[src/rtl/vector_mem_unit.sv]
// vector_mem_unit: vector load/store engine between the vector issue stage
// and the DTIM port. Handles unit-stride and constant-stride loads/stores of
// VLEN 32-bit elements, one memory beat per cycle, one beat outstanding.
//
// Optional feature macro: VECTOR_MEM_UNIT_MASK_EN adds a per-element
// req_mask input. Masked-off elements issue no strided beat and read as 0.
//
// Handshakes: every channel uses valid/ready. A transfer happens on a rising
// clock edge where both are high; the sender holds its payload stable while
// valid is high and ready is low. mem_resp has no ready and is taken only in
// WAIT.
//
// dbg_state exposes the FSM state (0 IDLE, 1 CHECK, 2 ISSUE, 3 WAIT, 4 DONE).

module vector_mem_unit #(
    parameter int VLEN       = 2,
    parameter int MEM_WIDTH  = 32 * VLEN,
    parameter int ADDR_WIDTH = 32
) (
    input  logic                      clock,
    input  logic                      reset,
    input  logic                      req_valid,
    output logic                      req_ready,
    input  logic                      req_store,
    input  logic                      req_strided,
    input  logic [ADDR_WIDTH-1:0]     req_base,
    input  logic [ADDR_WIDTH-1:0]     req_stride,
    input  logic [4:0]                req_vd,
    input  logic [32*VLEN-1:0]        req_wdata,
`ifdef VECTOR_MEM_UNIT_MASK_EN
    input  logic [VLEN-1:0]           req_mask,
`endif
    output logic                      mem_req_valid,
    input  logic                      mem_req_ready,
    output logic [ADDR_WIDTH-1:0]     mem_req_addr,
    output logic                      mem_req_wen,
    output logic [MEM_WIDTH-1:0]      mem_req_wdata,
    output logic [MEM_WIDTH/8-1:0]    mem_req_wmask,
    input  logic                      mem_resp_valid,
    input  logic [MEM_WIDTH-1:0]      mem_resp_data,
    output logic                      resp_valid,
    input  logic                      resp_ready,
    output logic [4:0]                resp_vd,
    output logic [32*VLEN-1:0]        resp_data,
    output logic                      resp_error,
    output logic [2:0]                dbg_state
);

    localparam int DW     = 32 * VLEN;
    localparam int BW     = MEM_WIDTH / 8;
    localparam int LANES  = MEM_WIDTH / 32;
    localparam int UBEATS = (DW + MEM_WIDTH - 1) / MEM_WIDTH;
    localparam int PW     = UBEATS * MEM_WIDTH;
    localparam int MAXN   = (VLEN > UBEATS) ? VLEN : UBEATS;
    localparam int CW     = $clog2(MAXN + 1);
    localparam logic [ADDR_WIDTH-1:0] BEAT_MASK = ADDR_WIDTH'(BW - 1);

    typedef enum logic [2:0] {
        S_IDLE  = 3'd0,
        S_CHECK = 3'd1,
        S_ISSUE = 3'd2,
        S_WAIT  = 3'd3,
        S_DONE  = 3'd4
    } state_t;

    state_t                state, state_next;
    logic                  out_en;
    logic                  op_store;
    logic                  op_strided;
    logic [ADDR_WIDTH-1:0] op_stride;
    logic [4:0]            op_vd;
    logic [PW-1:0]         op_wdata;
    logic [VLEN-1:0]       op_mask;
    logic                  op_err;
    logic [ADDR_WIDTH-1:0] cur_addr;
    logic [CW-1:0]         cnt;
    logic [PW-1:0]         asm_buf;

    logic [VLEN-1:0]       req_mask_eff;
    logic [ADDR_WIDTH-1:0] lane_idx;
    logic [31:0]           elem_word;
    int                    beat_shift;
    logic [MEM_WIDTH-1:0]  unit_slice;
    logic [BW-1:0]         unit_wmask;
    logic [DW-1:0]         elem_bits;
    logic                  elem_active;
    logic                  last_beat;
    logic                  fault;
    logic                  accept;
    logic                  issue_go;
    logic                  resp_go;
    logic [ADDR_WIDTH-1:0] step;

`ifdef VECTOR_MEM_UNIT_MASK_EN
    assign req_mask_eff = req_mask;
`else
    assign req_mask_eff = '1;
`endif

    function automatic logic mask_at(input logic [VLEN-1:0] m, input int e);
        logic [VLEN-1:0] t;
        t = m >> e;
        return t[0];
    endfunction

    // Element/beat geometry derived from the running element address and counter
    assign lane_idx    = (cur_addr >> 2) & ADDR_WIDTH'(LANES - 1);
    assign elem_word   = 32'(op_wdata >> {cnt, 5'b0});
    assign beat_shift  = int'(cnt) * MEM_WIDTH;
    assign unit_slice  = MEM_WIDTH'(op_wdata >> beat_shift);
    assign elem_active = op_strided ? mask_at(op_mask, int'(cnt)) : 1'b1;
    assign last_beat   = op_strided ? (cnt == CW'(VLEN - 1)) : (cnt == CW'(UBEATS - 1));
    assign step        = op_strided ? op_stride : ADDR_WIDTH'(BW);
    assign fault       = op_strided ? ((cur_addr[1:0] | op_stride[1:0]) != 2'b00)
                                    : ((cur_addr & BEAT_MASK) != '0);
    assign accept      = req_valid && req_ready;
    assign issue_go    = (state == S_ISSUE) && (!elem_active || (mem_req_ready && op_store));
    assign resp_go     = (state == S_WAIT) && mem_resp_valid;

    // Byte enables of a unit-stride beat: active elements inside the vector only
    always_comb begin
        unit_wmask = '0;
        for (int l = 0; l < LANES; l++) begin
            if ((int'(cnt) * LANES + l) < VLEN && mask_at(op_mask, int'(cnt) * LANES + l)) begin
                unit_wmask = unit_wmask | (BW'(4'hF) << (4 * l));
            end
        end
    end

    // Bit mask of active elements, used to zero masked-off load results
    always_comb begin
        elem_bits = '0;
        for (int e = 0; e < VLEN; e++) begin
            if (mask_at(op_mask, e)) begin
                elem_bits = elem_bits | (DW'(32'hFFFF_FFFF) << (32 * e));
            end
        end
    end

    // State register
    always_ff @(posedge clock or negedge reset) begin
        if (!reset) begin
            state <= S_IDLE;
        end else begin
            state <= state_next;
        end
    end

    // Next-state logic
    always_comb begin
        state_next = state;
        case (state)
            S_IDLE: begin
                if (accept) state_next = S_CHECK;
            end
            S_CHECK: begin
                if (fault || op_mask == '0) state_next = S_DONE;
                else                        state_next = S_ISSUE;
            end
            S_ISSUE: begin
                if (issue_go)           state_next = last_beat ? S_DONE : S_ISSUE;
                else if (mem_req_ready) state_next = S_WAIT;
            end
            S_WAIT: begin
                if (resp_go) state_next = last_beat ? S_DONE : S_ISSUE;
            end
            S_DONE: begin
                if (resp_ready) state_next = S_IDLE;
            end
            default: state_next = S_IDLE;
        endcase
    end

    // Output logic: everything is a function of state and the latched operation
    always_comb begin
        dbg_state     = state;
        req_ready     = (state == S_IDLE) && out_en;
        mem_req_valid = 1'b0;
        mem_req_addr  = '0;
        mem_req_wen   = 1'b0;
        mem_req_wdata = '0;
        mem_req_wmask = '0;
        resp_valid    = 1'b0;
        resp_vd       = '0;
        resp_data     = '0;
        resp_error    = 1'b0;
        if (state == S_ISSUE) begin
            mem_req_valid = elem_active;
            mem_req_addr  = cur_addr & ~BEAT_MASK;
            mem_req_wen   = op_store;
            if (op_store) begin
                if (op_strided) begin
                    mem_req_wdata = MEM_WIDTH'(elem_word) << {lane_idx, 5'b0};
                    mem_req_wmask = BW'(4'hF) << {lane_idx, 2'b0};
                end else begin
                    mem_req_wdata = unit_slice;
                    mem_req_wmask = unit_wmask;
                end
            end
        end
        if (state == S_DONE) begin
            resp_valid = 1'b1;
            resp_vd    = op_vd;
            resp_error = op_err;
            if (!op_store && !op_err) resp_data = DW'(asm_buf) & elem_bits;
        end
    end

    // Keeps req_ready low while reset is held and for the release cycle
    always_ff @(posedge clock or negedge reset) begin
        if (!reset) out_en <= 1'b0;
        else        out_en <= 1'b1;
    end

    // Request latch, element counter, address walker and load assembly buffer
    always_ff @(posedge clock or negedge reset) begin
        if (!reset) begin
            op_store   <= 1'b0;
            op_strided <= 1'b0;
            op_stride  <= '0;
            op_vd      <= '0;
            op_wdata   <= '0;
            op_mask    <= '0;
            op_err     <= 1'b0;
            cur_addr   <= '0;
            cnt        <= '0;
            asm_buf    <= '0;
        end else begin
            if (accept) begin
                op_store   <= req_store;
                op_strided <= req_strided;
                op_stride  <= req_stride;
                op_vd      <= req_vd;
                op_wdata   <= PW'(req_wdata);
                op_mask    <= req_mask_eff;
                op_err     <= 1'b0;
                cur_addr   <= req_base;
                cnt        <= '0;
                asm_buf    <= '0;
            end
            if (state == S_CHECK) begin
                op_err <= fault;
                cnt    <= '0;
            end
            if (resp_go) begin
                if (op_strided) begin
                    asm_buf <= (asm_buf & ~(PW'(32'hFFFF_FFFF) << {cnt, 5'b0}))
                             | (PW'(32'(mem_resp_data >> {lane_idx, 5'b0})) << {cnt, 5'b0});
                end else begin
                    asm_buf <= (asm_buf & ~(PW'({MEM_WIDTH{1'b1}}) << beat_shift))
                             | (PW'(mem_resp_data) << beat_shift);
                end
            end
            if ((issue_go || resp_go) && !last_beat) begin
                cnt      <= cnt + CW'(1);
                cur_addr <= cur_addr + step;
            end
        end
    end

endmodule

[config.mk]
export PLATFORM = sky130hd
export DESIGN_NAME = vector_mem_unit
export DESIGN_NICKNAME = d
export VERILOG_FILES = /design/src/rtl/vector_mem_unit.sv
export SDC_FILE = /design/constraint.sdc
export NUM_CORES = 1
export LEC_CHECK = 0
export BUFFER_PORTS_ARGS = -buffer_cell sky130_fd_sc_hd__buf_2
export CAP_MARGIN = 15
export CORE_ASPECT_RATIO = 1.2
export CORE_MARGIN = 5
export CORE_UTILIZATION = 35
export CTS_CLUSTER_DIAMETER = 50
export DETAILED_ROUTE_END_ITERATION = 7
export PLACE_DENSITY = 0.6
export SLEW_MARGIN = 20
export SYNTH_ARGS = -nofsm -noshare
export SYNTH_HDL_FRONTEND = slang
export SYNTH_SLANG_ARGS = --single-unit
export TNS_END_PERCENT = 20
[constraint.sdc]
create_clock -name clock -period 8.5 [get_ports clock]
set_input_delay 0.425 -clock clock [delete_from_list [all_inputs] [get_ports clock]]
set_output_delay 0.425 -clock clock [all_outputs]
set_load 0.02 [all_outputs]
==> run metrics, run 1 <==
run status complete, no violations; Tightest Pin Transition 934 ps; Rel. slew slack 37.2%; die area 42,500 µm²; worst r2r src dbg_state[2]; number of synthesized flops with an enable pin 0; clock share of power 22.3%; Synth cell types 69; Worst IR Drop VDD 0.195 mV; GP Congestion 0.873; initial antenna violation count 9; H-tree levels 2; drt pass-1 iters 7; drt initial violations 988; Clock Skews 20.5 ps; Core ar. 38,000 µm²; max_cap viols 0; hold path endpoint op_stride[25]; Comb pwr share 48.6%; DIE WIDTH 189 µm; CP Data Required Time 8080 ps; minimum clock period 3840 ps; Fmax 0.261 GHz; clock tree buffer depth 3; cell taking the most area after synthesis dfrtp_1; post-layout total power 0.00632 W; crit path capture type output port; Synth area leaders dfrtp_1, nand2_1, and2_1; vias in the first global route 13,515; Initial Util 35.5%; DIE HEIGHT 225 µm; post-synthesis async set-or-reset flop share 100%; Final setup viols 0; Worst Setup Start Kind flip-flop; placement row count 78; post-synth top area share 38.4%; Post-Syn Area per Cell 7.77 µm²; reg2reg setup slack 4990 ps; pwr/cell area 376 nW/µm²; Seq. cell area 5180 µm²; CP max FO 33; fin nets 2,276; switching part of the total 45.1%; total gr overflow 0; Clock Tree Root clkbuf_16; # resized after CTS 0; P&R area growth vs syn 24.7%; I/O pin count 386; number of port buffers 382; sequential share of the synthesized area 38.4%; CTS clk-pin slew, worst paths 50 ps; post-route clock period utilization 45.2%; slowest CP cell nor2b_4; Synth Cell Area 13,500 µm²; detailed-route via count 13,686; unrepaired setup endpoints after global routing false; Sink Count 207; Post-Route WL 48,700 µm; HP Start req_stride[25]; Crit Path Category reg2out; class of the tightest hold or removal check in2reg; worst path cell trace and2b_1 -> nor2b_4 -> and2_1 -> nand2_1 -> buf_4 -> a21oi_1 -> buf_2; post-route ant nets 0; Reg2Reg Capture Point asm_buf[54]; Seq pwr share 29.1%; TritonCTS clock tree done; Clk Latency, worst-skew pair 510 ps; Synth Warn # 0; NetSw 0.00285 W; internal power 0.00347 W; final-report hold violation count 0; share of cells above drive strength 1 24.0%; GRT Total Usage 21.9%; DP HPWL 33,900 µm; # fillers 3,929; postcts setup bufs 0; largest net degree at the start of global routing 85; R2R depth 7; Pleak 8.74 nW; Vias per Instance 5.37; CP arrival 3410 ps; cts bufs inserted 34; Multi-input gate area 7720 µm²; #FFs+latches synth 207; Synth Instances 1,734; CP max stage delay 600 ps; leading register cell type out of synthesis dfrtp_1; Slew Limit Fails 0; Routed WL per cell 19.1 µm; final setup TNS 0 ps; hold depth 3; global-route wire length before repair 75,500 µm; DRC viols 0
-- final cells by class --
cell class / instances / share of cell area, %
Antenna cell: 8 / 0.119
Inverter: 13 / 0.290
Multi-Input combinational cell: 1377 / 45.9
Clock inverter: 21 / 1.34
Sequential cell: 207 / 30.8
Tap cell: 480 / 3.57
Timing Repair Buffer: 403 / 12.4
Clock buffer: 40 / 5.50
-- how the worst max path moves through the flow --
stage | slack [ps] | to | start
floorplan | 5040 | cur_addr[30] | op_strided
global route | 4410 | mem_req_wdata[32] | op_strided
CTS | 4530 | mem_req_wdata[34] | dbg_state[2]
global placement | 4820 | mem_req_wdata[43] | dbg_state[2]
detailed placement | 4990 | asm_buf[54] | dbg_state[2]
finish | 4660 | mem_req_wmask[1] | dbg_state[2]
-- routing by layer --
metal	vias to the layer above	routed length [µm]	GRT usage, %	part of all wire (%)
li1	6566	-	-	-
met1	6535	20000	27.6	41
met2	488	23500	37.2	48
met3	91	3650	4.93	7.5
met4	6	1540	7.24	3.2
met5	-	34	0	0.070
-- what timing repair did --
action,4_1_cts,5_1_grt
endpoints found under the hold margin,71,0
hold buffers,1,0
setup endpoints to repair,0,0
-- power groups by stage --
stage               registers (W)  clock network (W)  logic, W
floorplan                 0.00169                  0   0.00236
global placement          0.00182                  0   0.00302
detailed placement        0.00185                  0   0.00307
CTS                       0.00183            0.00144   0.00309
global route              0.00191            0.00149   0.00343
finish                    0.00184            0.00141   0.00308
-- Yosys cell counts (11+ instances only) --
| library cell | n |
|---|---|
| dfrtp_1 | 207 |
| buf_1 | 13 |
| and3_1 | 12 |
| a21oi_1 | 40 |
| a21o_1 | 13 |
| nor2_1 | 205 |
| and2_1 | 128 |
| inv_1 | 13 |
| a22oi_1 | 66 |
| xor2_1 | 12 |
| clkbuf_1 | 101 |
| nand3_1 | 17 |
| o31ai_1 | 33 |
| xnor2_1 | 14 |
| a221oi_1 | 33 |
| o21ai_0 | 86 |
| ha_1 | 34 |
| nand2_1 | 453 |
| a31oi_1 | 51 |
| buf_2 | 11 |
| mux2i_1 | 67 |
| nor3_1 | 38 |
-- critical path: cells and delay by family, from the launching register on --
kind	cells	cell delay, ps
AOI/OAI and AO/OA	1	550
buffers and inverters	2	540
DFF	1	510
and+or+nand+nor	4	1310
-- cells by family after synthesis --
| group | synth area share, % |
|---|---|
| AO/OA/AOI/OAI | 18.2 |
| XOR/XNOR | 1.69 |
| adder cells (fa/ha/maj) | 3.30 |
| buffers and inverters | 4.83 |
| flip-flops | 38.4 |
| multiplexers | 5.06 |
| other | 0.0557 |
| AND/OR/NAND/NOR | 28.4 |
-- through the flow --
step / instances / hold WS (ps) / utilization [%] / setup WS [ps] / area, µm²
finish: 2549 / 99.1 / 44.3 / 4660 / 16800
global route: 2543 / 86.0 / 44.2 / 4410 / 16800
CTS: 2541 / 69.5 / 44.2 / 4530 / 16800
detailed placement: 2479 / 435 / 41.1 / 4990 / 15600
global placement: 2479 / 431 / 41.1 / 4820 / 15600
floorplan: 1736 / 129 / - / 5040 / 13500
-- cell usage in the layout (no fill, tap or decap), drive strengths merged, types with 4 or more instances in the layout --
cell and instances:
and2 129, o31ai 33, o211ai 4, a211oi 7, a221oi 33, nor2 205
nor2b 4, nand3 17, and3 13, conb 4, mux2i 67, clkbuf 40
inv 21, a31oi 51, o21ai 93, clkinv 8, ha 34, nand4 4
dfrtp 207, a21o 14, a21oi 41, nor3 38, xnor2 14, diode 8
xor2 12, nand2 455, a22oi 66, buf 402
-- flip-flops by register name (all words and copies together) (netlist names) --
signal,count
op_strided,1
cur_addr,32
asm_buf,64
op_store,1
op_err,1
cnt,2
op_vd,5
op_wdata,64
dbg_state,3
op_stride,32
out_en,1
op_mask,1
Power figures use the tool's default switching activity.
==> run 2: changes to the inputs <==
- clock period: 8.5 -> 3.7 ns (I/O delays scaled with it)
==> run 2 against run 1 <==
Net effect:
- largest cell class unchanged
- critical endpoint is now mem_req_wdata[15]
- clock power rose by 110%
- combinational power rose by 140%
- global-route usage rose by 1.1 points
- critical path depth rose by 1
- cell count rose by 7.3%
==> run metrics, run 2 (same netlist as run 1, synthesis figures left out) <==
fin area 18,700 µm² (was 16,800 µm²); Slew Limit Fails 0 (unchanged); Core ar. 38,000 µm² (unchanged); crit path from op_strided (was dbg_state[2]); # resized after CTS 0 (unchanged); crit path capture type output port (unchanged); total gr overflow 0 (unchanged); DIE HEIGHT 225 µm (unchanged); top flop regs asm_buf: 64 flops, op_wdata: 64 flops (unchanged); GP Congestion 0.899 (was 0.873); DRC viols 0 (unchanged); most common cell after layout, fill and taps aside nand2_1 (unchanged); Fin Hold WS 21.5 ps (was 99.1 ps); run status complete, no violations (unchanged); # fillers 3,650 (was 3,929); reg2reg setup slack 530 ps (was 4990 ps); CTS clk-pin slew, worst paths 60 ps (was 50 ps); final-report hold violation count 0 (unchanged); DP HPWL 34,800 µm (was 33,900 µm); Worst Setup Start Kind flip-flop (unchanged); placed cell count 2,490 (was 2,479); die area 42,500 µm² (unchanged); largest net degree at the start of global routing 106 (was 85); number of port buffers 382 (unchanged); Sink Count 207 (unchanged); GRT Total Usage 22.9% (was 21.9%); pwr/cell area 785 nW/µm² (was 376 nW/µm²); Reg2Reg Capture Point cur_addr[30] (was asm_buf[54]); Pleak 9.54 nW (was 8.74 nW); HP Start mem_resp_data[30] (was req_stride[25]); initial antenna violation count 3 (was 9); class of the tightest hold or removal check in2reg (unchanged); worst r2r src op_strided (was dbg_state[2]); postcts setup bufs 0 (unchanged); Rel. slew slack 37.6% (was 37.2%); Final setup viols 0 (unchanged); unrepaired setup endpoints after global routing false (unchanged); vias in the first global route 14,702 (was 13,515); max_cap viols 0 (unchanged); share of cells above drive strength 1 21.9% (was 24.0%); TritonCTS clock tree done (unchanged); Routed WL per cell 18.7 µm (was 19.1 µm); most frequent cells in the layout nand2_1, buf_2, dfrtp_1 (unchanged); clock tree buffer depth 3 (unchanged); drt initial violations 1,112 (was 988); Clk Latency, worst-skew pair 560 ps (was 510 ps); Clock Skews 16.1 ps (was 20.5 ps); Fmax 0.298 GHz; placement row count 78 (unchanged); detailed-route via count 14,640 (was 13,686); CP Data Required Time 3510 ps (was 8080 ps); H-tree levels 1 (was 2); post-route clock period utilization 90.8%; Vias per Instance 5.35 (was 5.37); Initial Util 35.5% (unchanged); DIE WIDTH 189 µm (unchanged); post-route insts no fill 2,736 (was 2,549); CP arrival 3180 ps (was 3410 ps); P&R area growth vs syn 38.7% (was 24.7%); CP Capture Point mem_req_wdata[15] (was mem_req_wmask[1]); Post-Place Cell Area 15,800 µm² (was 15,600 µm²); I/O pin count 386 (unchanged); post-route ant nets 0 (unchanged); CP max FO 32 (was 33); drt pass-1 iters 5 (was 7); fin nets 2,472 (was 2,276); minimum clock period 3360 ps; Post-Route WL 51,100 µm (was 48,700 µm); Worst IR Drop VDD 0.396 mV (was 0.195 mV); R2R depth 11 (was 7); hold depth 3 (unchanged); Clock Tree Root clkbuf_16 (unchanged); final setup TNS 0 ps (unchanged); Tightest Pin Transition 928 ps (was 934 ps); global-route wire length before repair 80,100 µm (was 75,500 µm); Crit Path Category reg2out (unchanged); cts bufs inserted 31 (was 34)
[run 2: cell types whose count changed in the layout (fill, tap and decap cells not counted), sizes merged]
cell / previous run / this run
clkinv: 8 / 2
diode: 8 / 3
clkinvlp: 2 / 1
dlygate4sd3: 1 / 189
buf: 402 / 413
[run 2: power by group]
group          switching [W]  total (W)  internal [W]  leakage, nW
Sequential          0.000897    0.00422       0.00333         2.60
Combinational        0.00454    0.00744       0.00290         6.43
Clock                0.00116    0.00300       0.00184        0.508
Total                0.00660     0.0147       0.00807         9.54
[run 2: worst min-delay path by stage]
stage	endpoint	slack (ps)
final	asm_buf[30]	20
after CTS	asm_buf[30]	6
after detailed placement	asm_buf[22]	330
after floorplan	asm_buf[0]	-110
after global routing	asm_buf[30]	40
after global placement	asm_buf[22]	330
[run 2: repair_timing]
item                                    4_1_cts  5_1_grt
hold buffers                                189        0
endpoints found under the hold margin       263        0
endpoints found under the setup margin        0        0
[run 2: critical path: stages, from the launching register on]
cell and delay [ps]:
dfrtp_2 630, buf_4 420, buf_4 310, nand2_2 80, buf_4 310, nand2_1 170
buf_4 350, nor2_1 130, buf_2 180
[run 2: routing by layer]
| layer | global-route usage, % | share of wire, % | vias up |
|---|---|---|---|
| met5 | 0 | 0.041 | - |
| li1 | - | - | 6930 |
| met3 | 4.04 | 7.1 | 134 |
| met1 | 28.4 | 40 | 6966 |
| met2 | 39.6 | 48 | 606 |
| met4 | 9.52 | 4.3 | 4 |
[run 2: metrics by stage]
stage	utilization (%)	total power (W)	setup WS [ps]
2_1_floorplan	-	0.00930	241
3_3_place_gp	41.5	0.0113	521
3_5_place_dp	41.5	0.0114	529
4_1_cts	49.2	0.0147	247
5_1_grt	49.2	0.0158	113
6_report	49.2	0.0147	339
[run 2: cell type report]
type,count,area (µm²),area share [%]
Clock buffer,40,850,4.55
Multi-Input combinational cell,1377,7710,41.2
Sequential cell,207,5180,27.7
Antenna cell,3,7.51,0.0402
Timing Repair Buffer,602,4110,22.0
Tap cell,480,601,3.21
Clock inverter,14,185,0.991
Inverter,13,48.8,0.261
